**src/rtl/tmp_meas_ctrl.sv**
```systemverilog
// rtl/tmp_meas_ctrl.sv - temperature sensor measurement controller
// Sequences sensor reset/settle, counts ones over a qualified-sample window, hands off the result.
module tmp_meas_ctrl #(
  parameter  int RST_CYC    = 4,
  parameter  int SETTLE_CYC = 64,
  parameter  int WIN_LOG2   = 10,
  localparam int RES_W      = WIN_LOG2 + 1
) (
  input  logic             i_clk,
  input  logic             i_rst_n,
  input  logic             i_start,
  input  logic             i_continuous,
  input  logic [15:0]      i_period,
  input  logic             i_abort,
  input  logic             i_sens_bit,
  input  logic             i_sens_valid,
  output logic             o_sens_rst,
  output logic             o_sens_en,
  output logic             o_busy,
  output logic [RES_W-1:0] o_result,
  output logic             o_result_valid,
  input  logic             i_result_ready,
  output logic             o_overrun
);

  localparam int PH_MAX = (RST_CYC > SETTLE_CYC) ? RST_CYC : SETTLE_CYC;
  localparam int PH_W   = $clog2(PH_MAX + 1);
  localparam logic [PH_W-1:0]     RST_LAST    = PH_W'(RST_CYC - 1);
  localparam logic [PH_W-1:0]     SETTLE_LAST = PH_W'(SETTLE_CYC - 1);
  localparam logic [WIN_LOG2-1:0] SMP_LAST    = '1;

  typedef enum logic [1:0] {
    S_IDLE,
    S_SENS_RST,
    S_SETTLE,
    S_MEASURE
  } state_t;

  state_t              r_state;
  state_t              w_state_nxt;
  logic [PH_W-1:0]     r_ph_cnt;
  logic [PH_W-1:0]     w_ph_cnt_nxt;
  logic [WIN_LOG2-1:0] r_smp_cnt;
  logic [WIN_LOG2-1:0] w_smp_cnt_nxt;
  logic [RES_W-1:0]    r_ones_cnt;
  logic [RES_W-1:0]    w_ones_cnt_nxt;
  logic [RES_W-1:0]    w_final_ones;
  logic [15:0]         r_tmr;
  logic                w_tmr_exp;
  logic                w_trig;
  logic                w_accept;
  logic                w_load;

  logic                r_sens_rst;
  logic                r_sens_en;
  logic                r_busy;
  logic [RES_W-1:0]    r_result;
  logic                r_result_valid;
  logic                r_overrun;

  // Timer saturates, so an expiry seen while busy stays pending until the next IDLE cycle.
  assign w_tmr_exp    = (r_tmr >= i_period);
  assign w_trig       = i_start | (i_continuous & w_tmr_exp);
  assign w_final_ones = r_ones_cnt + RES_W'(i_sens_bit);

  always_comb begin
    w_state_nxt    = r_state;
    w_ph_cnt_nxt   = r_ph_cnt;
    w_smp_cnt_nxt  = r_smp_cnt;
    w_ones_cnt_nxt = r_ones_cnt;
    w_accept       = 1'b0;
    w_load         = 1'b0;
    if (i_abort && (r_state != S_IDLE)) begin
      w_state_nxt    = S_IDLE;
      w_ph_cnt_nxt   = '0;
      w_smp_cnt_nxt  = '0;
      w_ones_cnt_nxt = '0;
    end else begin
      case (r_state)
        S_IDLE: begin
          if (!i_abort && w_trig) begin
            w_accept     = 1'b1;
            w_state_nxt  = S_SENS_RST;
            w_ph_cnt_nxt = '0;
          end
        end
        S_SENS_RST: begin
          if (r_ph_cnt == RST_LAST) begin
            w_state_nxt  = S_SETTLE;
            w_ph_cnt_nxt = '0;
          end else begin
            w_ph_cnt_nxt = r_ph_cnt + PH_W'(1);
          end
        end
        S_SETTLE: begin
          if (r_ph_cnt == SETTLE_LAST) begin
            w_state_nxt    = S_MEASURE;
            w_ph_cnt_nxt   = '0;
            w_smp_cnt_nxt  = '0;
            w_ones_cnt_nxt = '0;
          end else begin
            w_ph_cnt_nxt = r_ph_cnt + PH_W'(1);
          end
        end
        S_MEASURE: begin
          if (i_sens_valid) begin
            if (r_smp_cnt == SMP_LAST) begin
              w_load         = 1'b1;
              w_state_nxt    = S_IDLE;
              w_smp_cnt_nxt  = '0;
              w_ones_cnt_nxt = '0;
            end else begin
              w_smp_cnt_nxt  = r_smp_cnt + WIN_LOG2'(1);
              w_ones_cnt_nxt = w_final_ones;
            end
          end
        end
        default: begin
          w_state_nxt = S_IDLE;
        end
      endcase
    end
  end

  always_ff @(posedge i_clk or negedge i_rst_n) begin
    if (!i_rst_n) begin
      r_state    <= S_IDLE;
      r_ph_cnt   <= '0;
      r_smp_cnt  <= '0;
      r_ones_cnt <= '0;
      r_sens_rst <= 1'b1;
      r_sens_en  <= 1'b0;
      r_busy     <= 1'b0;
    end else begin
      r_state    <= w_state_nxt;
      r_ph_cnt   <= w_ph_cnt_nxt;
      r_smp_cnt  <= w_smp_cnt_nxt;
      r_ones_cnt <= w_ones_cnt_nxt;
      r_sens_rst <= (w_state_nxt == S_IDLE) || (w_state_nxt == S_SENS_RST);
      r_sens_en  <= (w_state_nxt != S_IDLE);
      r_busy     <= (w_state_nxt != S_IDLE);
    end
  end

  always_ff @(posedge i_clk or negedge i_rst_n) begin
    if (!i_rst_n) begin
      r_tmr <= '0;
    end else if (w_accept) begin
      r_tmr <= 16'd1;
    end else if (r_tmr != 16'hFFFF) begin
      r_tmr <= r_tmr + 16'd1;
    end
  end

  // A load on the handshake edge consumes the old value, so overrun needs ready low.
  always_ff @(posedge i_clk or negedge i_rst_n) begin
    if (!i_rst_n) begin
      r_result       <= '0;
      r_result_valid <= 1'b0;
      r_overrun      <= 1'b0;
    end else if (w_load) begin
      r_result       <= w_final_ones;
      r_result_valid <= 1'b1;
      if (r_result_valid && !i_result_ready) begin
        r_overrun <= 1'b1;
      end
    end else if (r_result_valid && i_result_ready) begin
      r_result_valid <= 1'b0;
    end
  end

  assign o_sens_rst     = r_sens_rst;
  assign o_sens_en      = r_sens_en;
  assign o_busy         = r_busy;
  assign o_result       = r_result;
  assign o_result_valid = r_result_valid;
  assign o_overrun      = r_overrun;

endmodule

```
**config.mk**
```make
export PLATFORM = sky130hd
export DESIGN_NAME = tmp_meas_ctrl
export DESIGN_NICKNAME = d
export VERILOG_FILES = /design/src/rtl/tmp_meas_ctrl.sv
export SDC_FILE = /design/constraint.sdc
export NUM_CORES = 1
export LEC_CHECK = 0
export BUFFER_PORTS_ARGS = -buffer_cell sky130_fd_sc_hd__buf_2
export CAP_MARGIN = 20
export CORE_ASPECT_RATIO = 0.6
export CORE_MARGIN = 4
export CORE_UTILIZATION = 40
export CTS_BUF_LIST = sky130_fd_sc_hd__clkbuf_2 sky130_fd_sc_hd__clkbuf_4 sky130_fd_sc_hd__clkbuf_8
export DETAILED_ROUTE_END_ITERATION = 8
export RECOVER_POWER = 25
export SYNTH_ARGS = -nofsm -noshare
export SYNTH_HDL_FRONTEND = slang
export SYNTH_SLANG_ARGS = --single-unit
export TNS_END_PERCENT = 30
```
**constraint.sdc**
```tcl
create_clock -name i_clk -period 6.96 [get_ports i_clk]
set_input_delay 0 -clock i_clk [delete_from_list [all_inputs] [get_ports i_clk]]
set_output_delay 0 -clock i_clk [all_outputs]
set_load 0.005 [all_outputs]
```
==> results of run 1 <==
## area by class of cell
type	instances	area share
clock inverter	5	0.0182
multi-input combinational	299	0.463
tap	112	0.0340
inverter	30	0.0273
sequential	61	0.370
clock buffer	10	0.0334
timing repair buffer	44	0.0543
## worst reg2reg max path: cells and delay by family (launching register included)
family / cells / cell delay, ns
adders and majority gates: 1 / 0.32
AOI/OAI and AO/OA: 6 / 1.62
DFF: 1 / 0.44
## cell usage after synthesis (2+ instances only)
cell / number
dfrtp_1: 60
nor2_1: 48
inv_1: 30
nand2_1: 30
ha_1: 25
a21oi_1: 24
o21ai_0: 24
nand3_1: 13
o21ai_1: 13
xor2_1: 12
and3_1: 10
nand4_1: 10
xnor2_1: 9
nor2b_1: 8
nor3_1: 8
clkbuf_1: 7
o2bb2ai_1: 5
o31ai_1: 5
a211oi_1: 4
a21o_1: 4
a31oi_1: 4
nand2b_1: 4
or2_1: 4
a22o_1: 3
a31o_2: 3
buf_2: 3
mux2i_1: 3
or3_1: 3
a2111o_1: 2
a22oi_1: 2
buf_6: 2
mux2_2: 2
nor4_1: 2
## cell usage in the layout, fill, tap and decap left out, drive strengths merged, types with 5 or more instances in the layout
master / instances
dfrtp: 60
nor2: 49
o21ai: 37
buf: 33
inv: 30
nand2: 30
ha: 25
a21oi: 24
clkbuf: 19
nand3: 14
xor2: 12
and3: 11
nand4: 10
xnor2: 9
nor3: 8
nor2b: 8
o31ai: 5
o2bb2ai: 5
## worst paths after layout
path	startpoint	to	cells past startpoint	slack, ns
max	i_rst_n	r_smp_cnt[8]	3	3.76
min	i_sens_bit	r_ones_cnt[0]	3	0.04
max reg2reg	r_tmr[13]	r_ph_cnt[4]	7	4.47
min reg2reg	o_overrun	o_overrun	1	0.47
max in group i_clk	r_tmr[13]	r_ph_cnt[4]	7	4.47
min in group asynchronous	i_rst_n	r_ph_cnt[6]	3	1.39
## power groups by stage
stage               sequential, mW  combinational (mW)  clock [mW]
floorplan                    0.408               0.148           0
global placement             0.414               0.193           0
detailed placement           0.415               0.197           0
CTS                          0.409               0.198       0.359
global route                 0.412               0.228       0.378
finish                       0.409               0.198       0.346
## logic make-up (layout without fill, tap and decap cells)
group	Yosys count	in the layout
AO/OA/AOI/OAI	101	101
adder cells (fa/ha/maj)	25	25
buffers and inverters	43	89
AND/OR/NAND/NOR	147	147
XOR/XNOR	21	21
multiplexers	5	5
flip-flops	61	61
## metal layers
layer | up-vias | wire (um)
li1 | 1503 | -
met1 | 1371 | 4310
met2 | 57 | 3180
met3 | 2 | 396
met4 | 0 | 29
met5 | - | 0
## flip-flops by register name, summed over array words and instances, names as in the netlist
signal	cells
r_ph_cnt	7
r_ones_cnt	11
o_busy	1
o_sens_rst	1
r_smp_cnt	10
o_result_valid	1
o_result	11
r_state	2
o_overrun	1
r_tmr	16
## metrics by stage
stage,setup WS [ns],util,instances
4_1_cts,4.48,0.478,561
3_5_place_dp,4.50,0.451,544
3_3_place_gp,4.50,0.451,544
6_report,3.76,0.477,561
2_1_floorplan,4.75,-,403
5_1_grt,2.73,0.477,561
==> results.cfg, run 1 <==
[run_status]
status = finished, violations left
violations = max-capacitance violations, max-slew violations

[detailed_routing]
firstDrtPassIters = 4
vias = 2933
drc = 0
wl_per_cell_um = 14.1
first_iter_violations = 219
wl_um = 7920
via_per_inst = 5.23
antenna_left = 0

[logic_synthesis]
synth_compound_area_frac = 0.178
synth_top_area_frac = 0.415
yosys-mux-area-fraction = 0.0145
synth_cell_types = 50
syn_area_per_cell_sq_um = 8.98
synth_cells = 403
synth_top_family_by_area = simple AND/OR/NAND/NOR gates
syn-num-nets = 452
synth_xor_area_frac = 0.0508
netlist_area_sq_um = 3620
synth-seq-area-share = 0.422
synth_largest_area_cell = dfrtp_1
synthAdderAreaFrac = 0.0864
synth_simple_gate_area_frac = 0.198
synth-edff-count = 0
ys_async_sr_fraction = 1.00
ys_ff_latch = 61
yosys-top-cells-area = dfrtp_1 (41%), ha_1 (8.6%), nor2_1 (5.0%)
synth_flop_cell = dfrtp_1
yosysWarnings = 0

[sta]
hold_viol_final = 0
slew_violations = 62
min_period_ns = 3.20
fmax_mhz = 312
slew_headroom = -1.17
timing.hold.ws_ns = 0.0420
fin_tns_setup_ns = 0
finClkSkew_ns = 0.00952
rsz0062_at_grt = no
finalCritPeriodShare = 0.460
worst_pin_slew_ns = 3.25
setup_viol = 0

[cts]
cts_buffers = 9
cts_hold_buffers = 2
cts_setup_buffers = 0
cts-htree-levels = 3
clkSinkCount = 61
clk_pin_slew_ns = 0.06
cts_tree = yes
cts-resized-gates = 0
cts-root-buf = clkbuf_8
clk_latency_ns = 0.34
clock_path_buffers = 2

[placed_design]
port-buffer-count = 39
place_area_sq_um = 3910
dp_hpwl_um = 5700
gp_routability_congestion = 0.894

[finish]
multiInputGateArea_sq_um = 1910
syn2layout_area_growth_pct = 14.0
antennaDiodeCount = 0
num-fill-cells = 859
final-seq-area_sq_um = 1530
fin_nets = 494
drive_gt1_frac = 0.136
final_cell_area_sq_um = 4130

[critical_path]
cp-start-kind = input port
crit_family = buffers and inverters
end_kind = asynchronous set/reset pin
worstPathMaxFanout = 61
crit_buf_inv = 3
cpPeakStageDelay_ns = 2.28
worstSetupPathType = in -> async
slowest_stage = clkbuf_1
worstPathCellList = dlygate4sd3_1, buf_2, clkbuf_1
worstPathRequired_ns = 6.68
critPathArrivalTime_ns = 2.93

[global_route]
grt_busiest_layer = met1
use_met2 = 0.220
use_met1 = 0.242
grt_pass1_vias = 2742
grt_usage = 0.160
gr-total-overflow = 0
use_met3 = 0.0474
grt_pass1_wl_um = 13400
antenna_found_initial = 0
grt_max_degree = 62

[power]
power.share.combinational = 0.208
pwr-share-seq = 0.429
power_density_nw_per_um2 = 231
p_sw_mw = 0.285
peakVddDrop_mv = 0.123
p_int_mw = 0.668
power_mw = 0.954
leakage_nw = 1.99
p_sw_frac = 0.299
clockPowerShare = 0.363

[die]
die_h_um = 81.7
start_util = 0.418
io_pins = 40
dieArea_sq_um = 10700
fp.dieW_um = 131
core_area_sq_um = 8650
rows = 26

[flow_run]
drv_cap = 1

[hold_path]
hp-class = in -> reg
Power figures use the tool's default switching activity.
==> run 2, diff against run 1 <==
ABC_AREA = 1   (was default)
clock period = 2.78 ns   (was 6.96 ns; I/O delays follow)
==> run 2 against run 1 <==
Against the previous run: the run now ends clean; first-iteration DRC count fell by 32%; sequential power grew to 2.6 times the previous value; cell count grew 17%; synthesized cell count rose by 18%; register-to-register slack worse by 4.0 ns; sequential share of layout area down 2.1 points; via count rose by 3.4%; total power grew to 3.0 times the previous value; critical path depth up 8; worst setup slack worse by 3.3 ns; worst hold slack better by 0.017 ns; core utilization about the same.
==> results.cfg, run 2 <==
[run_status]
status = finished, final reports clean

[die]
rows = 27
fp.dieW_um = 134
core_area_sq_um = 9190
io_pins = 40
dieArea_sq_um = 11100
start_util = 0.412
die_h_um = 83.4

[critical_path]
end_kind = flop
crit_buf_inv = 4
worstSetupPathType = reg -> reg
worstPathRequired_ns = 3.07
r2r_cells = 11
worstPathMaxFanout = 16
crit_family = simple AND/OR/NAND/NOR gates
cpPeakStageDelay_ns = 0.43
critPathArrivalTime_ns = 2.62
path_depth = 11
cp-start-kind = flop
slowest_stage = dfrtp_1
worstPathCellList = inv_1, ha_1, nor2_2, nor2_2, inv_2, o22ai_2, nor2_8, inv_4, nor2_8, inv_2, o21ai_1

[hold_path]
hold_depth = 4
hp-class = in -> reg

[sta]
finalCritPeriodShare = 0.839
slew_violations = 0
min_period_ns = 2.33
timing.hold.ws_ns = 0.0590
fmax_mhz = 429
fin_tns_setup_ns = 0
setup_slack_ns = 0.447
hold_viol_final = 0
setup_viol = 0
finClkSkew_ns = 0.0114
worst_pin_slew_ns = 1.13
slew_headroom = 0.250
rsz0062_at_grt = no

[finish]
multiInputGateArea_sq_um = 1880
num-fill-cells = 915
top_register = r_tmr
final_cell_area_sq_um = 4380
drive_gt1_frac = 0.182
fin_util = 0.477
largest_reg_flops = 16
syn2layout_area_growth_pct = 15.6
fin_nets = 573
final_common_cell = nand2_1
antennaDiodeCount = 0
layout_common_cells = nand2_1 (125), inv_1 (80), dfrtp_1 (60)
final-seq-area_sq_um = 1530

[cts]
cts-htree-levels = 3
clock_path_buffers = 2
cts_buffers = 9
cts_tree = yes
clk_latency_ns = 0.36
cts-root-buf = clkbuf_8
clk_pin_slew_ns = 0.07
clkSinkCount = 61

[logic_synthesis]
synth_top_area_frac = 0.396
synth_flop_cell = dfrtp_1
netlist_area_sq_um = 3790
synth_cell_types = 37
yosys-top-cells-area = dfrtp_1 (40%), nand2_1 (12%), ha_1 (8.3%)
synth-seq-area-share = 0.403
ys_async_sr_fraction = 1.00
synth_most_common_cell = nand2_1
yosysWarnings = 0
synth_cells = 477
synth-edff-count = 0
yosys-top-cells-count = nand2_1 (125), inv_1 (80), dfrtp_1 (60)
synth_largest_area_cell = dfrtp_1
syn-num-nets = 526
syn_area_per_cell_sq_um = 7.94
ys_ff_latch = 61

[global_route]
grt_pass1_wl_um = 14100
antenna_found_initial = 0
grt_pass1_vias = 3005
grt_usage = 0.155
grt_max_degree = 30
gr-total-overflow = 0

[detailed_routing]
wl_um = 8070
vias = 3032
first_iter_violations = 149
wl_per_cell_um = 12.3
firstDrtPassIters = 4
via_per_inst = 4.61
antenna_left = 0
drc = 0

[placed_design]
port-buffer-count = 39
gp_routability_congestion = 0.833
place_area_sq_um = 4120
dp_hpwl_um = 6030
pre_cts_ws_ns = 0.455

[power]
power_density_nw_per_um2 = 662
leakage_nw = 2.36
peakVddDrop_mv = 0.312

[flow_run]
drv_cap = 0
run 2: cell types whose count changed after synthesis, moves of 10 or more:
cell | previous run | this run
nand3_1 | 13 | 36
o21ai_0 | 24 | 13
nand2_1 | 30 | 125
inv_1 | 30 | 80
a21oi_1 | 24 | 12
and3_1 | 10 | 0
nor2_1 | 48 | 27
run 2: layout make-up:
cell class	instances	area share
multi-input cells	321	0.429
clock buffers	11	0.0346
repair buffers	44	0.0531
inverters	87	0.0757
well taps	130	0.0371
flip-flops and latches	61	0.349
clock inverters	4	0.0217
run 2: worst min-delay path: cells and delay by family:
kind | cells | cell delay (ns)
AOI/OAI and AO/OA | 1 | 0.12
buffers and inverters | 2 | 0.13
adders and majority gates | 1 | 0.12
run 2: repair_timing:
action                    in CTS  in global routing
hold buffers                   2                  0
hold endpoints to repair      62                  0
setup buffers                  0                  0
resized for setup              0                  0
run 2: kinds of logic after synthesis:
family	Yosys count	synth area share
compound gates	58	0.103
xor+xnor	16	0.0370
fa+ha+maj	25	0.0826
buf+inv	95	0.101
flops	61	0.403
simple gates	222	0.273
run 2: power breakdown:
part | internal [mW] | leakage [nW] | switching [mW]
sequential | 0.974 | 0.835 | 0.0865
clock | 0.638 | 0.125 | 0.352
combinational | 0.282 | 1.40 | 0.565
total | 1.89 | 2.36 | 1.00
run 2: worst paths after layout:
path	from	to	slack [ns]
worst max-delay path	r_state[0]	r_smp_cnt[9]	0.45
worst min-delay path	i_sens_bit	r_ones_cnt[0]	0.06
worst max register to register	r_state[0]	r_smp_cnt[9]	0.45
worst min register to register	o_result[6]	o_result[6]	0.47
max in group asynchronous	i_rst_n	r_tmr[7]	1.05
min in group asynchronous	i_rst_n	r_ones_cnt[7]	0.23
run 2: through the flow:
| stage | cells | total power, mW |
|---|---|---|
| after floorplan | 477 | 1.72 |
| after global placement | 641 | 1.90 |
| after detailed placement | 641 | 1.92 |
| after CTS | 658 | 2.93 |
| after global routing | 658 | 3.08 |
| final | 658 | 2.90 |
run 2: metal layers:
metal	wire (um)	global-route usage	vias to the layer above
li1	-	-	1609
met1	4340	0.225	1348
met2	3180	0.219	63
met3	423	0.0478	12
met4	125	0.0523	0
met5	0	0	-
